$ cat src/rtl/stb_burst_writer_if.sv
// Store-buffer write-master bundle: request, data FIFO, memory write bus and burst response.
// The master modport is the burst writer; the slave modport is the surrounding environment.
interface stb_burst_writer_if #(
  parameter int ADDR_WIDTH = 32,
  parameter int DATA_WIDTH = 128,
  parameter int BYTE_STRB  = DATA_WIDTH / 8,
  parameter int LEN_WIDTH  = 16
);
  logic                  req_valid;
  logic                  req_ready;
  logic [ADDR_WIDTH-1:0] req_addr;
  logic [LEN_WIDTH-1:0]  req_bytes;

  logic                  data_valid;
  logic                  data_ready;
  logic [DATA_WIDTH-1:0] data;

  logic [ADDR_WIDTH-1:0] maddr;
  logic                  mread;
  logic                  mwrite;
  logic [2:0]            msize;
  logic [1:0]            mburst;
  logic [3:0]            mlen;
  logic                  mlast;
  logic [DATA_WIDTH-1:0] mdata;
  logic [BYTE_STRB-1:0]  mwstrb;
  logic                  saccept;

  logic                  svalid;
  logic [1:0]            sresp;
  logic                  mready;

  logic                  done;
  logic                  err;

  modport master (
    input  req_valid, req_addr, req_bytes,
    input  data_valid, data,
    input  saccept, svalid, sresp,
    output req_ready, data_ready,
    output maddr, mread, mwrite, msize, mburst, mlen, mlast, mdata, mwstrb,
    output mready, done, err
  );

  modport slave (
    output req_valid, req_addr, req_bytes,
    output data_valid, data,
    output saccept, svalid, sresp,
    input  req_ready, data_ready,
    input  maddr, mread, mwrite, msize, mburst, mlen, mlast, mdata, mwstrb,
    input  mready, done, err
  );
endinterface

$ cat src/rtl/stb_burst_writer.sv
// Splits a store request into INCR bursts of up to MAX_BURST beats, streams FIFO data onto the
// write bus (first beat the cycle after accept) and waits for each burst response before the next.
module stb_burst_writer #(
  parameter int ADDR_WIDTH = 32,
  parameter int DATA_WIDTH = 128,
  parameter int BYTE_STRB  = DATA_WIDTH / 8,
  parameter int LEN_WIDTH  = 16,
  parameter int MAX_BURST  = 16
) (
  input  logic                clk,
  input  logic                rst_n,
  stb_burst_writer_if.master  bus
);

  localparam int BEAT_SHIFT = $clog2(BYTE_STRB);
  localparam int REM_WIDTH  = LEN_WIDTH - BEAT_SHIFT + 1;
  localparam int BCNT_WIDTH = $clog2(MAX_BURST) + 1;
  localparam int MLEN_WIDTH = 4;

  localparam logic [1:0] IDLE = 2'd0;
  localparam logic [1:0] BEAT = 2'd1;
  localparam logic [1:0] RESP = 2'd2;
  localparam logic [1:0] DONE = 2'd3;

  logic [1:0]            state;
  logic [ADDR_WIDTH-1:0] maddr;
  logic [MLEN_WIDTH-1:0] mlen;
  logic                  mlast;
  logic [BYTE_STRB-1:0]  mwstrb;
  logic [BYTE_STRB-1:0]  tail_strb;
  logic                  err;
  logic [REM_WIDTH-1:0]  remaining;
  logic [BCNT_WIDTH-1:0] burst_cnt;

  logic                  accept;
  logic                  xfer;
  logic                  resp_take;
  logic                  load;
  logic [BEAT_SHIFT-1:0] req_frac;
  logic [REM_WIDTH-1:0]  req_beats;
  logic [BYTE_STRB-1:0]  req_tail;
  logic [REM_WIDTH-1:0]  load_rem;
  logic [BYTE_STRB-1:0]  load_tail;
  logic [BCNT_WIDTH-1:0] load_burst;

  assign accept    = (state == IDLE) & bus.req_valid;
  assign xfer      = (state == BEAT) & bus.data_valid & bus.saccept;
  assign resp_take = (state == RESP) & bus.svalid;

  assign req_frac  = bus.req_bytes[BEAT_SHIFT-1:0];
  assign req_beats = REM_WIDTH'(bus.req_bytes >> BEAT_SHIFT) + REM_WIDTH'(|req_frac);

  // A partial final beat enables only its low (bytes mod beat size) byte lanes.
  always_comb begin
    req_tail = '1;
    if (req_frac != '0) begin
      req_tail = ~({BYTE_STRB{1'b1}} << req_frac);
    end
  end

  // Burst parameters come from the request on accept, otherwise from the running remainder.
  assign load       = (accept & (bus.req_bytes != '0)) | (resp_take & (remaining != '0));
  assign load_rem   = (state == IDLE) ? req_beats : remaining;
  assign load_tail  = (state == IDLE) ? req_tail : tail_strb;
  assign load_burst = (load_rem > REM_WIDTH'(MAX_BURST)) ? BCNT_WIDTH'(MAX_BURST)
                                                         : BCNT_WIDTH'(load_rem);

  always_ff @(posedge clk or negedge rst_n) begin
    if (!rst_n) begin
      state     <= IDLE;
      err       <= 1'b0;
      maddr     <= '0;
      remaining <= '0;
      tail_strb <= '0;
    end else begin
      case (state)
        IDLE: begin
          if (bus.req_valid) begin
            maddr     <= bus.req_addr;
            remaining <= req_beats;
            tail_strb <= req_tail;
            err       <= 1'b0;
            state     <= (bus.req_bytes == '0) ? DONE : BEAT;
          end
        end
        BEAT: begin
          if (xfer) begin
            maddr     <= maddr + ADDR_WIDTH'(1);
            remaining <= remaining - REM_WIDTH'(1);
            if (mlast) begin
              state <= RESP;
            end
          end
        end
        RESP: begin
          if (bus.svalid) begin
            if (bus.sresp != 2'b01) begin
              err <= 1'b1;
            end
            state <= (remaining != '0) ? BEAT : DONE;
          end
        end
        default: state <= IDLE;
      endcase
    end
  end

  // Per-beat qualifiers are registered so mlast and the final strobe line up with the beat shown.
  always_ff @(posedge clk or negedge rst_n) begin
    if (!rst_n) begin
      burst_cnt <= '0;
      mlen      <= '0;
      mlast     <= 1'b0;
      mwstrb    <= '0;
    end else if (load) begin
      burst_cnt <= load_burst;
      mlen      <= MLEN_WIDTH'(load_burst - BCNT_WIDTH'(1));
      mlast     <= (load_burst == BCNT_WIDTH'(1));
      mwstrb    <= (load_rem == REM_WIDTH'(1)) ? load_tail : '1;
    end else if (xfer) begin
      burst_cnt <= burst_cnt - BCNT_WIDTH'(1);
      mlast     <= (burst_cnt == BCNT_WIDTH'(2));
      mwstrb    <= (remaining == REM_WIDTH'(2)) ? tail_strb : '1;
    end
  end

  assign bus.req_ready  = (state == IDLE);
  assign bus.data_ready = (state == BEAT) & bus.saccept;
  assign bus.mwrite     = (state == BEAT) & bus.data_valid;
  assign bus.mdata      = bus.data;
  assign bus.maddr      = maddr;
  assign bus.mread      = 1'b0;
  assign bus.msize      = 3'b100;
  assign bus.mburst     = 2'b01;
  assign bus.mlen       = mlen;
  assign bus.mlast      = mlast;
  assign bus.mwstrb     = mwstrb;
  assign bus.mready     = (state == RESP);
  assign bus.done       = (state == DONE);
  assign bus.err        = err;

endmodule
$ cat src/flat_wrapper.sv
// flat-port wrapper written by rule: the top's interface ports become plain ports
module stb_burst_writer_flat 
#(
  parameter int ADDR_WIDTH = 32,
  parameter int DATA_WIDTH = 128,
  parameter int BYTE_STRB  = DATA_WIDTH / 8,
  parameter int LEN_WIDTH  = 16,
  parameter int MAX_BURST  = 16
)
  (clk, rst_n, bus_req_valid, bus_req_addr, bus_req_bytes, bus_data_valid, bus_data, bus_saccept, bus_svalid, bus_sresp, bus_req_ready, bus_data_ready, bus_maddr, bus_mread, bus_mwrite, bus_msize, bus_mburst, bus_mlen, bus_mlast, bus_mdata, bus_mwstrb, bus_mready, bus_done, bus_err);
  stb_burst_writer_if #(.ADDR_WIDTH(ADDR_WIDTH), .DATA_WIDTH(DATA_WIDTH), .BYTE_STRB(BYTE_STRB), .LEN_WIDTH(LEN_WIDTH)) bus_i ();
  input  logic clk;
  input  logic rst_n;
  input wire logic [$bits(bus_i.req_valid)-1:0] bus_req_valid;
  input wire logic [$bits(bus_i.req_addr)-1:0] bus_req_addr;
  input wire logic [$bits(bus_i.req_bytes)-1:0] bus_req_bytes;
  input wire logic [$bits(bus_i.data_valid)-1:0] bus_data_valid;
  input wire logic [$bits(bus_i.data)-1:0] bus_data;
  input wire logic [$bits(bus_i.saccept)-1:0] bus_saccept;
  input wire logic [$bits(bus_i.svalid)-1:0] bus_svalid;
  input wire logic [$bits(bus_i.sresp)-1:0] bus_sresp;
  output wire logic [$bits(bus_i.req_ready)-1:0] bus_req_ready;
  output wire logic [$bits(bus_i.data_ready)-1:0] bus_data_ready;
  output wire logic [$bits(bus_i.maddr)-1:0] bus_maddr;
  output wire logic [$bits(bus_i.mread)-1:0] bus_mread;
  output wire logic [$bits(bus_i.mwrite)-1:0] bus_mwrite;
  output wire logic [$bits(bus_i.msize)-1:0] bus_msize;
  output wire logic [$bits(bus_i.mburst)-1:0] bus_mburst;
  output wire logic [$bits(bus_i.mlen)-1:0] bus_mlen;
  output wire logic [$bits(bus_i.mlast)-1:0] bus_mlast;
  output wire logic [$bits(bus_i.mdata)-1:0] bus_mdata;
  output wire logic [$bits(bus_i.mwstrb)-1:0] bus_mwstrb;
  output wire logic [$bits(bus_i.mready)-1:0] bus_mready;
  output wire logic [$bits(bus_i.done)-1:0] bus_done;
  output wire logic [$bits(bus_i.err)-1:0] bus_err;
  assign bus_i.req_valid = bus_req_valid;
  assign bus_i.req_addr = bus_req_addr;
  assign bus_i.req_bytes = bus_req_bytes;
  assign bus_i.data_valid = bus_data_valid;
  assign bus_i.data = bus_data;
  assign bus_i.saccept = bus_saccept;
  assign bus_i.svalid = bus_svalid;
  assign bus_i.sresp = bus_sresp;
  assign bus_req_ready = bus_i.req_ready;
  assign bus_data_ready = bus_i.data_ready;
  assign bus_maddr = bus_i.maddr;
  assign bus_mread = bus_i.mread;
  assign bus_mwrite = bus_i.mwrite;
  assign bus_msize = bus_i.msize;
  assign bus_mburst = bus_i.mburst;
  assign bus_mlen = bus_i.mlen;
  assign bus_mlast = bus_i.mlast;
  assign bus_mdata = bus_i.mdata;
  assign bus_mwstrb = bus_i.mwstrb;
  assign bus_mready = bus_i.mready;
  assign bus_done = bus_i.done;
  assign bus_err = bus_i.err;
  stb_burst_writer #(.ADDR_WIDTH(ADDR_WIDTH), .DATA_WIDTH(DATA_WIDTH), .BYTE_STRB(BYTE_STRB), .LEN_WIDTH(LEN_WIDTH), .MAX_BURST(MAX_BURST)) u_core (.clk(clk), .rst_n(rst_n), .bus(bus_i));
endmodule
$ cat config.mk
export PLATFORM = sky130hd
export DESIGN_NAME = stb_burst_writer_flat
export DESIGN_NICKNAME = d
export VERILOG_FILES = /design/src/rtl/stb_burst_writer_if.sv /design/src/rtl/stb_burst_writer.sv /design/src/flat_wrapper.sv
export SDC_FILE = /design/constraint.sdc
export NUM_CORES = 1
export LEC_CHECK = 0
export BUFFER_PORTS_ARGS = -buffer_cell sky130_fd_sc_hd__buf_2
export CAP_MARGIN = 20
export CORE_AREA = 4 4 146 148
export DETAILED_ROUTE_END_ITERATION = 7
export DIE_AREA = 0 0 150 152
export GPL_TIMING_DRIVEN = 0
export PLACE_DENSITY = 0.65
export SYNTH_ARGS = -nofsm -noshare
export SYNTH_HDL_FRONTEND = slang
export SYNTH_SLANG_ARGS = --single-unit
$ cat constraint.sdc
create_clock -name clk -period 2.4 [get_ports clk]
set_input_delay 0.24 -clock clk [delete_from_list [all_inputs] [get_ports clk]]
set_output_delay 0.24 -clock clk [all_outputs]
set_load 0.02 [all_outputs]
==> metrics.cfg, run 1 <==
[setup_path]
start_kind = input port
r2r_end = u_core.bus.mlen[2]
crit_fanout = 4
required_ps = 2670
rr_startpoint = u_core.state[0]
crit_path_end_kind = register
crit_type = input port to register
r2r_cells = 13
reg2reg_slack_ps = -240
cp.arrival_ps = 2920

[pwr]
power_frac_comb_pct = 57.1
clkPwrFrac_pct = 14.6
switchingPower_mw = 4.61
cellLeakagePower_nw = 4.22
finalPower_mw = 9.35
internal_power_mw = 4.74
seq_power_share_pct = 28.3
p_sw_share_pct = 49.3
pwr_density_cell_nw_per_um2 = 1000
ir_drop_uv = 581

[synth]
postSynthRegisterBits = 90
netlist.area_leader.share_pct = 33.1
synth_edf_count = 0
synthTopCellsByArea = dfrtp_1, buf_4, o21ai_0
yosys.cell_types.count = 73
synth.largest_area_cell = dfrtp_1
ys_seq_area_share_pct = 33.1
yosysWarningCount = 0
syn_area_per_cell_um2 = 8.07
syn_inst = 842
async_reset_ff_share_pct = 100
synth-main-ff-cell = dfrtp_1
syn_area_um2 = 6790

[outcome]
violations = negative setup slack
outcome = finished with violations

[floorplanning]
core-area_um2 = 20000
fp.dieArea_um2 = 22800
io_pins = 377
fp.dieH_um = 152
die_x_um = 150
rows = 52
start_util_pct = 33.9

[global_route]
grt_usage_pct = 19.9
grt_pass1_wl_um = 37000
globalRouteOverflowTotal = 0
antenna_found_initial = 1
grt_pass1_vias = 6894
grt_max_degree = 55

[sta]
period_share_pct = 110
max-slew-margin-rel_pct = 55.3
fin_worst_skew_ps = 4.77
fmax_ghz = 0.377
finalSetupTns_ps = -2080
hold_slack_ps = 149
rsz0062_at_grt = yes
final_max_slew_viol_count = 0
period_needed_ps = 2650
hold_viol = 0
setup_violations = 21
worstMarginPinSlew_ps = 671
layout_setup_ws_ps = -250

[final_layout]
multi_input_area_um2 = 3560
final_area_um2 = 9340
fin_util_pct = 46.6
final_cells = 1408
seq_area_um2 = 2250
final_cell_mix = buf_2, buf_4, dfrtp_1
layout-drive-gt1-share_pct = 46.1
fillers = 2014
num-nets-final = 1325
layout_commonest_cell = buf_2
syn2layout_area_growth_pct = 37.5

[placed_design]
io_buffers = 240
dpl_cell_area_um2 = 8510
dp.cells = 1357
dp_hpwl_um = 18100
pre_cts_ws_ps = -1010
gp_congestion = 0.933

[route]
ant_nets = 0
routed_wl_um = 24000
dr.pass1.iters = 5
drt_iter0_drc = 375
wl_per_cell_um = 17.0
drc = 0
num_vias = 7257
viasPerCell = 5.15

[run]
drv_cap = 0

[clock_network]
cts.sinks = 90
htreeDepth = 3
numCtsBuffers = 9
cts_tree = built
clkTransAtPathRegs_ps = 70
cts.path.max_buffers = 2
cts_root_buf = clkbuf_16
clk_latency_ps = 350

[min_path]
holdPathEnd = u_core.bus.maddr[1]
hp-class = input port to register
whs_path_depth = 3
hold_start = bus_req_addr[1]

## critical path, cell delays in order
cell and delay (ps):
clkbuf_16 120, or2_4 260, nor3_4 150, inv_2 100
ha_4 180, ha_4 190, xnor2_4 200, o21ai_4 80
or3_4 390, o21ai_2 150, and3_4 220, buf_8 120
nand2_4 70, ha_4 160, inv_2 50, nand4b_1 90
a31oi_1 170
## registers in the layout (all words and copies together), names as in the netlist
register           cells
u_core.remaining      13
u_core.bus.mwstrb     16
u_core.tail_strb      16
u_core.bus.mlast       1
u_core.state           2
u_core.bus.err         1
u_core.burst_cnt       5
u_core.bus.maddr      32
u_core.bus.mlen        4
## Yosys cell counts (3+ instances only)
cell,instances
nor4_1,6
xor2_1,3
nand3_1,23
a211oi_1,6
nand4_1,14
a21oi_1,73
ha_1,9
o22a_1,16
o22ai_1,26
and4_1,3
dfrtp_1,90
or2_2,4
a41o_1,4
buf_1,3
a31o_1,3
a21o_1,4
xnor2_1,8
a21boi_0,3
or4_1,3
nor2b_1,4
buf_4,137
nor3_1,18
o31ai_1,4
inv_1,17
clkbuf_1,37
nor3b_1,6
nand2_1,81
nor2_1,49
a31oi_2,9
o32ai_1,5
and3_1,9
buf_2,8
a31oi_1,16
o21ai_0,79
and2_1,8
or3_1,8
## area by class of cell
cell class                 instances  area share [%]
clock buffer                      11            2.60
sequential                        90            24.1
antenna                            1          0.0268
inverter                          18           0.750
tap                              270            3.62
timing repair buffer             277            16.5
clock inverter                     5           0.429
multi-input combinational        551            38.2
buffer                           185            13.8
## per-layer routing
layer,track usage [%],part of all wire [%],vias up
li1,-,-,3485
met1,25.4,39,3379
met2,34.5,51,368
met3,4.20,8.5,25
met4,4.44,1.3,0
met5,0,0,-
## worst max path at each step
stage                                 from            endpoint  slack, ps  cells after the start
final                     bus_req_bytes[1]  u_core.bus.mlen[2]       -250                     17
after global routing      bus_req_bytes[1]  u_core.bus.mlen[2]       -350                     17
after CTS                 bus_req_bytes[1]  u_core.bus.mlen[2]       -250                     17
after detailed placement  bus_req_bytes[0]  u_core.bus.mlen[2]      -1010                     16
after global placement    bus_req_bytes[0]  u_core.bus.mlen[2]      -1010                     16
after floorplan           bus_req_bytes[1]  u_core.bus.mlen[2]       -680                     16
## power by group through the flow
stage	Combinational, mW	Sequential (mW)	Clock, mW
floorplan	3.05	2.84	0
global placement	4.80	2.64	0
detailed placement	4.85	2.65	0
CTS	5.10	2.62	1.40
global route	5.86	2.73	1.45
finish	5.34	2.65	1.36
## cell families (layout without fill, tap and decap cells)
group / Yosys count / in the layout / synth area share (%)
xor+xnor: 11 / 11 / 1.42
flops: 90 / 90 / 33.1
simple gates: 255 / 255 / 19.0
mux: 2 / 2 / 0.368
buf+inv: 205 / 496 / 19.4
other cells: 2 / 7 / 0.111
compound gates: 268 / 268 / 25.0
fa+ha+maj: 9 / 9 / 1.66
## repair_timing
item / CTS / global route
setup buffers: 20 / 14
gates resized for setup: 20 / 55
setup endpoints to repair: 42 / 65
hold buffers: 1 / 0
endpoints found under the hold margin: 36 / 0
cloned: 0 / 1
pin swaps: 13 / 12
No activity file was read; power rests on OpenSTA's default activity.
==> run 2: changes to the inputs <==
Settings changed: BUFFER_PORTS_ARGS -buffer_cell sky130_fd_sc_hd__buf_2 to not set, DONT_BUFFER_PORTS set to 1, PLACE_DENSITY 0.65 to 0.49.
==> metrics.cfg, run 2 (synthesized netlist as in run 1, its figures left out) <==
[global_route]
globalRouteOverflowTotal = 0
grt_max_degree = 91
use_met1_pct = 24.6
use_met3_pct = 5.81
use_met2_pct = 30.7
grt_pass1_vias = 5839
busiest_layer = met2
antenna_found_initial = 0
grt_pass1_wl_um = 34400
grt_usage_pct = 18.8

[setup_path]
reg2reg_slack_ps = -120
start_kind = input port
crit_path_end_kind = register
required_ps = 2670
cp.arrival_ps = 2830
crit_fanout = 6
crit_type = input port to register

[pwr]
pwr_density_cell_nw_per_um2 = 1130
cellLeakagePower_nw = 3.23
finalPower_mw = 9.05
ir_drop_uv = 580

[final_layout]
n_antenna_cell = 0
multi_input_area_um2 = 3480
fillers = 2107
seq_area_um2 = 2260
reg_top3 = u_core.bus.maddr x32, u_core.bus.mwstrb x16, u_core.tail_strb x16
final_cells = 1158
syn2layout_area_growth_pct = 17.4
layout_commonest_cell = buf_4
final_cell_mix = buf_4, dfrtp_1, nand2_1
num-nets-final = 1076
largest-register = u_core.bus.maddr
largest_reg_flops = 32
layout-drive-gt1-share_pct = 31.2

[sta]
rsz0062_at_grt = yes
period_share_pct = 107
period_needed_ps = 2560
final_max_slew_viol_count = 0
max-slew-margin-rel_pct = 52.5
setup_violations = 3
fmax_ghz = 0.390
layout_setup_ws_ps = -163
worstMarginPinSlew_ps = 713
hold_viol = 0
fin_worst_skew_ps = 9.55

[placed_design]
dp.cells = 1116
dp_hpwl_um = 17200
gp_congestion = 0.850
io_buffers = 0

[clock_network]
numCtsBuffers = 9
cts_tree = built
cts_root_buf = clkbuf_16
cts.path.max_buffers = 2
clkTransAtPathRegs_ps = 60
cts.sinks = 90
htreeDepth = 3
clk_latency_ps = 350

[floorplanning]
core-area_um2 = 20000
die_x_um = 150
rows = 52
start_util_pct = 33.9
fp.dieH_um = 152
io_pins = 377
fp.dieArea_um2 = 22800

[route]
routed_wl_um = 23000
drt_iter0_drc = 380
dr.pass1.iters = 5
wl_per_cell_um = 19.8
ant_nets = 0
drc = 0
viasPerCell = 5.44
num_vias = 6297

[outcome]
violations = negative setup slack
outcome = finished with violations

[min_path]
hp-class = input port to register

[run]
drv_cap = 0

## run 2: per-layer routing
layer  part of all wire [%]  vias to the layer above
met3                    9.7                       20
met1                     41                     3021
met5                      0                        -
met4                    1.4                        0
li1                       -                     2977
met2                     48                      279
## run 2: cell type report
| type | instances | area share, % |
|---|---|---|
| Buffer | 184 | 16.2 |
| Clock buffer | 11 | 2.92 |
| Clock inverter | 5 | 0.784 |
| Inverter | 18 | 0.910 |
| Multi-Input combinational cell | 551 | 43.6 |
| Sequential cell | 90 | 28.3 |
| Tap cell | 270 | 4.24 |
| Timing Repair Buffer | 29 | 3.01 |
## run 2: final timing paths
check | start | end | depth (start not counted)
worst max-delay path | bus_req_bytes[1] | u_core.bus.mlen[2] | 15
worst min-delay path | bus_req_addr[0] | u_core.bus.maddr[0] | 2
worst max register to register | u_core.state[1] | u_core.bus.mlen[2] | 12
worst min register to register | u_core.tail_strb[0] | u_core.tail_strb[0] | 1
max in group asynchronous | rst_n | u_core.bus.maddr[4] | 2
min in group asynchronous | rst_n | u_core.bus.mwstrb[10] | 2
## run 2: worst max-delay path, stage by stage
cell and delay, ps:
clkbuf_16 120, or2_4 260, nor3_4 150, inv_2 90, ha_4 180, ha_4 240
mux2_4 270, or3_4 350, o21ai_4 130, and3_4 260, nand2_4 70, ha_4 160
inv_2 50, nand4b_1 100, a31oi_1 160
## run 2: metrics by stage
stage / TNS (ps) / setup WS (ps) / cell area, µm² / hold WS [ps] / utilization [%]
6_report: -283 / -163 / 7980 / 24.3 / 39.8
5_1_grt: -651 / -269 / 7980 / 35.5 / 39.8
4_1_cts: -525 / -254 / 7820 / 17.2 / 39.0
3_5_place_dp: -17990 / -963 / 7280 / -52.8 / 36.3
3_3_place_gp: -17530 / -988 / 7280 / -52.8 / 36.3
2_1_floorplan: -5180 / -679 / 6940 / -55.6 / -
## run 2: repair_timing
action                                  in CTS  in global routing
resized for setup                           24                 51
cloned                                       0                  0
endpoints found under the hold margin       90                  0
pin swaps                                   12                  8
setup buffers                               15                 12
hold buffers                                 2                  0
endpoints found under the setup margin      55                 65
## run 2: report_power, final
group          leakage [nW]  total, mW  switching (mW)  internal, mW
logic                  2.09       4.54            2.89          1.65
registers              1.00       3.05           0.982          2.07
clock network         0.137       1.46           0.642         0.817
